--- src/rtl/layer_host_seq.sv ---
// ============================================================================
// Module   : layer_host_seq
// Brief    : Host-side sequencer driving the lenet enable / parameter-load /
//            rdy_data handshake over six parameter phases, with a watchdog.
// Revision : 1.0 - initial release
// ============================================================================
`default_nettype none

module layer_host_seq #(
  parameter int NUM_PHASES     = 6,
  parameter int PHASE_W        = 3,
  parameter int TIMEOUT_CYCLES = 4000000,
  parameter int TMO_W          = 22
) (
  input  logic               clk,
  input  logic               srstn,
  input  logic               start,
  input  logic               abort,
  output logic               load_req,
  output logic [PHASE_W-1:0] load_phase,
  input  logic               load_done,
  output logic               enable,
  output logic               rdy_data,
  input  logic               done_one_layer,
  input  logic               done,
  output logic               busy,
  output logic               finished,
  output logic               err
);

  typedef enum logic [2:0] {
    S_IDLE       = 3'd0,
    S_EN_PULSE   = 3'd1,
    S_LOAD       = 3'd2,
    S_RDY        = 3'd3,
    S_WAIT_LAYER = 3'd4,
    S_WAIT_DONE  = 3'd5,
    S_FIN        = 3'd6,
    S_ERROR      = 3'd7
  } state_t;

  localparam logic [PHASE_W-1:0] LAST_PHASE = PHASE_W'(NUM_PHASES - 1);
  localparam logic [PHASE_W-1:0] PHASE_ONE  = PHASE_W'(1);
  localparam logic [TMO_W-1:0]   TMO_LAST   = TMO_W'(TIMEOUT_CYCLES - 1);
  localparam logic [TMO_W-1:0]   TMO_ONE    = TMO_W'(1);

  state_t             state_q, state_d;
  logic [PHASE_W-1:0] phase_q, phase_d;
  logic [TMO_W-1:0]   wdog_q, wdog_d;
  logic               dol_q;
  logic               dol_rise;
  logic               timeout;

  logic               load_req_q, enable_q, rdy_data_q, busy_q, finished_q, err_q;
  logic [PHASE_W-1:0] load_phase_q;

  // Only a fresh edge counts, so a level left over from the previous layer is ignored.
  assign dol_rise = done_one_layer & ~dol_q;
  assign timeout  = (wdog_q == TMO_LAST);

  always_comb begin
    state_d = state_q;
    phase_d = phase_q;
    case (state_q)
      S_IDLE:       if (start) state_d = S_EN_PULSE;
      S_EN_PULSE: begin
        state_d = S_LOAD;
        phase_d = '0;
      end
      S_LOAD: begin
        if (load_done)    state_d = S_RDY;
        else if (timeout) state_d = S_ERROR;
      end
      S_RDY:        state_d = (phase_q < LAST_PHASE) ? S_WAIT_LAYER : S_WAIT_DONE;
      S_WAIT_LAYER: begin
        if (dol_rise) begin
          state_d = S_LOAD;
          phase_d = phase_q + PHASE_ONE;
        end else if (timeout) begin
          state_d = S_ERROR;
        end
      end
      S_WAIT_DONE: begin
        if (done)         state_d = S_FIN;
        else if (timeout) state_d = S_ERROR;
      end
      S_FIN:        state_d = S_IDLE;
      S_ERROR:      if (start) state_d = S_EN_PULSE;
      default:      state_d = S_IDLE;
    endcase
    if (abort) begin
      state_d = S_IDLE;
      phase_d = '0;
    end
  end

  // Watchdog restarts on every state change and only runs in the wait states.
  always_comb begin
    wdog_d = '0;
    if (!abort && (state_d == state_q) &&
        ((state_q == S_LOAD) || (state_q == S_WAIT_LAYER) || (state_q == S_WAIT_DONE)))
      wdog_d = wdog_q + TMO_ONE;
  end

  always_ff @(posedge clk or negedge srstn) begin
    if (!srstn) begin
      state_q      <= S_IDLE;
      phase_q      <= '0;
      wdog_q       <= '0;
      dol_q        <= 1'b0;
      load_req_q   <= 1'b0;
      load_phase_q <= '0;
      enable_q     <= 1'b0;
      rdy_data_q   <= 1'b0;
      busy_q       <= 1'b0;
      finished_q   <= 1'b0;
      err_q        <= 1'b0;
    end else begin
      state_q      <= state_d;
      phase_q      <= phase_d;
      wdog_q       <= wdog_d;
      dol_q        <= done_one_layer;
      load_req_q   <= (state_d == S_LOAD);
      load_phase_q <= (state_d == S_LOAD) ? phase_d : '0;
      enable_q     <= (state_d == S_EN_PULSE);
      rdy_data_q   <= (state_d == S_RDY);
      busy_q       <= (state_d != S_IDLE) && (state_d != S_ERROR);
      finished_q   <= (state_d == S_FIN);
      err_q        <= (state_d == S_ERROR);
    end
  end

  assign load_req   = load_req_q;
  assign load_phase = load_phase_q;
  assign enable     = enable_q;
  assign rdy_data   = rdy_data_q;
  assign busy       = busy_q;
  assign finished   = finished_q;
  assign err        = err_q;

endmodule

`default_nettype wire
--- config.mk ---
export PLATFORM = sky130hd
export DESIGN_NAME = layer_host_seq
export DESIGN_NICKNAME = d
export VERILOG_FILES = /design/src/rtl/layer_host_seq.sv
export SDC_FILE = /design/constraint.sdc
export NUM_CORES = 1
export LEC_CHECK = 0
export BUFFER_PORTS_ARGS = -buffer_cell sky130_fd_sc_hd__buf_2
export CORE_MARGIN = 8
export CORE_UTILIZATION = 40
export DETAILED_ROUTE_END_ITERATION = 6
export PLACE_DENSITY = 0.59
export SETUP_SLACK_MARGIN = 0.2
export SYNTH_ARGS = -nofsm -noshare
export SYNTH_HDL_FRONTEND = slang
export SYNTH_SLANG_ARGS = --single-unit
--- constraint.sdc ---
create_clock -name clk -period 2.1 [get_ports clk]
set_input_delay 0.21 -clock clk [delete_from_list [all_inputs] [get_ports clk]]
set_output_delay 0.21 -clock clk [all_outputs]
set_load 0.1 [all_outputs]
==> flow_metrics.tcl <==
set metrics [dict create \
    finalSetupViolations 0 \
    postRouteAntennaNets 0 \
    dr_total_vias 1603 \
    crit_fanout 8 \
    worstSetupPathType "reg2reg" \
    layout.nets 252 \
    p_total_w 0.00184 \
    finalNonFillerCells 310 \
    synth_warnings 0 \
    die_area_um2 7460 \
    grt_max_degree 39 \
    fin_area_um2 2700 \
    comb_power_share_pct 23.7 \
    synth-seq-cells 38 \
    grt_pass1_wl_um 7450 \
    p_seq_share_pct 41.9 \
    clock_skew_ns 0.0123 \
    syn_area_um2 1980 \
    p_leak_nw 1.15 \
    critPathBufInv 2 \
    grt_use_total_pct 12.8 \
    clk_latency_ns 0.29 \
    p_sw_share_pct 30.0 \
    powerDensity_nw_per_um2 682 \
    io_pins 16 \
    critPathTopFamily "simple AND/OR/NAND/NOR gates" \
    num-fill-cells 413 \
    yosys.area.top_type_share_pct 48.0 \
    fp.dieW_um 86.4 \
    p_int_w 0.00129 \
    ir_drop_mv 0.411 \
    gp_congestion 0.786 \
    cp.arrival_ns 2.11 \
    ys.flop_type "dfrtp_1" \
    grt_setup_unrepaired "true" \
    placed_cell_area_um2 2190 \
    max-clock-path-buffers 2 \
    utilization_pct 56.7 \
    maxCapViolCount 0 \
    synth-seq-area-share_pct 48.0 \
    power_switching_w 0.000553 \
    slew_headroom_pct 43.2 \
    cts-root-buf "clkbuf_8" \
    viasPerCell 5.17 \
    fin_crit_sh_pct 90.1 \
    path_cells "buf_4, a21oi_4, a32oi_4, buf_6, or4_4, nor2_2" \
    gr-total-overflow 0 \
    syn_inst 191 \
    syn_to_final_growth_pct 36.0 \
    synthArstFlopShare_pct 100 \
    rr_startpoint "state_q[1]" \
    synth_edf_count 0 \
    fin_crit_ns 1.89 \
    outcome "finished, final reports clean" \
    wirelength_um 4840 \
    drt_iter0_drc 51 \
    numCtsBuffers 5 \
    tritoncts "built" \
    diodes 0 \
    min_path_type "in2async" \
    clkSlewWorstSetupHoldPaths_ns 0.08 \
    cp-start-kind "register" \
    maxSlewViolCount 0 \
    crit_path_end_kind "register" \
    core_um2 4750 \
    drt-pass1-iter-count 4 \
    start_util_pct 41.7 \
    htree_levels 2 \
    dp_hpwl_um 2700 \
    layout-drive-gt1-share_pct 41.6 \
    ys_types 48 \
    cts-hold-fix-buffers 0 \
    crit_path_top_delay_cell "or4_4" \
    cp.required_ns 2.32 \
    antenna_found_initial 0 \
    synth.area.top_cells "dfrtp_1 48%, nor2_1 5.3%, xnor2_1 4.9%, xor2_1 4.0%, a21oi_1 1.8%" \
    synthesis.nets 200 \
    grt_pass1_vias 1547 \
    fp.dieH_um 86.4 \
    max_freq_ghz 0.529 \
    yosysTopAreaCell "dfrtp_1" \
    dp.cells 280 \
    tightestPinTransition_ns 0.852 \
    crit_path_start "state_q[1]" \
    avgSynthCellArea_um2 10.4 \
    p_clk_share_pct 34.4 \
    clock-sinks 38 \
    io_buffers 15 \
    slowest_delay_ns 0.62 \
    wire_per_inst_um 15.6 \
    route.detailed.drc 0 \
    num_rows 25 \
    finalHoldViolations 0 \
]
## power groups by stage
stage | Clock, W | Sequential (W) | Combinational [W]
3_5_place_dp | 0 | 0.000784 | 0.000309
4_1_cts | 0.000649 | 0.000773 | 0.000354
3_3_place_gp | 0 | 0.000784 | 0.000310
2_1_floorplan | 0 | 0.000869 | 0.000144
6_report | 0.000633 | 0.000771 | 0.000435
5_1_grt | 0.000682 | 0.000773 | 0.000460
## what timing repair did
| item | 4_1_cts | 5_1_grt |
|---|---|---|
| setup buffers | 5 | 15 |
| gates resized for setup | 20 | 28 |
| pin swaps | 9 | 16 |
| setup endpoints to repair | 26 | 29 |
| hold endpoints to repair | 0 | 0 |
| cloned | 3 | 0 |
## registers in the layout, indices dropped and copies added, names as in the netlist, 3 cells and up
register	count
wdog_q	22
load_phase	3
phase_q	3
state_q	3
## kinds of logic (layout without fill, tap and decap cells)
| group | Yosys count | count (layout) | share of synthesized area, % |
|---|---|---|---|
| adder cells (fa/ha/maj) | 2 | 2 | 1.26 |
| AND/OR/NAND/NOR | 84 | 87 | 24.4 |
| buffers and inverters | 15 | 64 | 4.10 |
| AO/OA/AOI/OAI | 30 | 30 | 12.4 |
| XOR/XNOR | 20 | 20 | 8.84 |
| multiplexers | 2 | 2 | 1.07 |
| flip-flops | 38 | 38 | 48.0 |
## final timing paths
path / end / slack [ns] / cells after the start
max in group asynchronous: wdog_q[2] / 1.48 / 1
worst max-delay path: wdog_q[17] / 0.21 / 6
min in group clk: dol_q / 0.06 / 1
worst min-delay path: wdog_q[7] / 0.03 / 1
worst min register to register: wdog_q[21] / 0.55 / 2
worst max register to register: wdog_q[17] / 0.21 / 6
## cell usage after synthesis (2+ instances only)
| cell type | instances |
|---|---|
| nor4_1 | 3 |
| ha_1 | 2 |
| nand3_1 | 6 |
| nor2_1 | 28 |
| nor3_2 | 2 |
| nand4_1 | 4 |
| o21ai_0 | 6 |
| and3_1 | 5 |
| xnor2_1 | 11 |
| nor2b_1 | 4 |
| nor4b_1 | 2 |
| xor2_1 | 9 |
| a31oi_1 | 2 |
| nor3_1 | 5 |
| nand2b_1 | 2 |
| o31ai_1 | 2 |
| nand2_1 | 9 |
| o21a_1 | 3 |
| inv_1 | 9 |
| dfrtp_1 | 38 |
| buf_2 | 2 |
| a21oi_1 | 7 |
| and4_1 | 2 |
| o21ai_4 | 2 |
| buf_6 | 3 |
## cell usage in the layout (no fill, tap or decap), types with 2 or more instances in the layout
| cell type | instances |
|---|---|
| buf_2 | 15 |
| nor2_4 | 2 |
| nor4b_2 | 2 |
| o21ai_0 | 5 |
| nor2b_1 | 4 |
| or4_4 | 4 |
| nor2_1 | 25 |
| nor2_2 | 2 |
| buf_4 | 29 |
| a21oi_1 | 6 |
| and3_1 | 5 |
| nand2b_4 | 2 |
| dfrtp_2 | 5 |
| xnor2_1 | 11 |
| nor3_2 | 4 |
| nand2_1 | 8 |
| clkbuf_8 | 6 |
| inv_1 | 9 |
| buf_6 | 3 |
| dfrtp_1 | 33 |
| o21a_1 | 3 |
| nand3_1 | 6 |
| xor2_1 | 9 |
| nor3_4 | 2 |
| nand4_1 | 4 |
| o21ai_4 | 2 |
## metrics by stage
stage / worst slack [ns] / setup TNS (ns) / hold slack, ns
after global routing: 0.137 / 0 / 0.0455
after global placement: -0.143 / -0.143 / 0.339
after CTS: 0.174 / 0 / 0.0364
after detailed placement: -0.0512 / -0.0512 / 0.344
final: 0.208 / 0 / 0.0270
after floorplan: 0.355 / 0 / -0.0856
## routing by layer
layer | global-route usage, % | routed length [µm] | up-vias
li1 | - | - | 778
met1 | 15.7 | 2200 | 788
met2 | 19.9 | 2380 | 32
met3 | 4.44 | 217 | 5
met4 | 5.63 | 49 | 0
met5 | 0 | 0 | -
## layout make-up
class | count | area, µm² | share of cell area, %
Clock inverter | 1 | 30.0 | 1.11
Tap cell | 67 | 83.8 | 3.11
Multi-Input combinational cell | 141 | 1180 | 43.7
Sequential cell | 38 | 957 | 35.5
Timing Repair Buffer | 47 | 327 | 12.1
Clock buffer | 6 | 82.6 | 3.06
Inverter | 10 | 37.5 | 1.39
(Power assumes the default switching activity.)
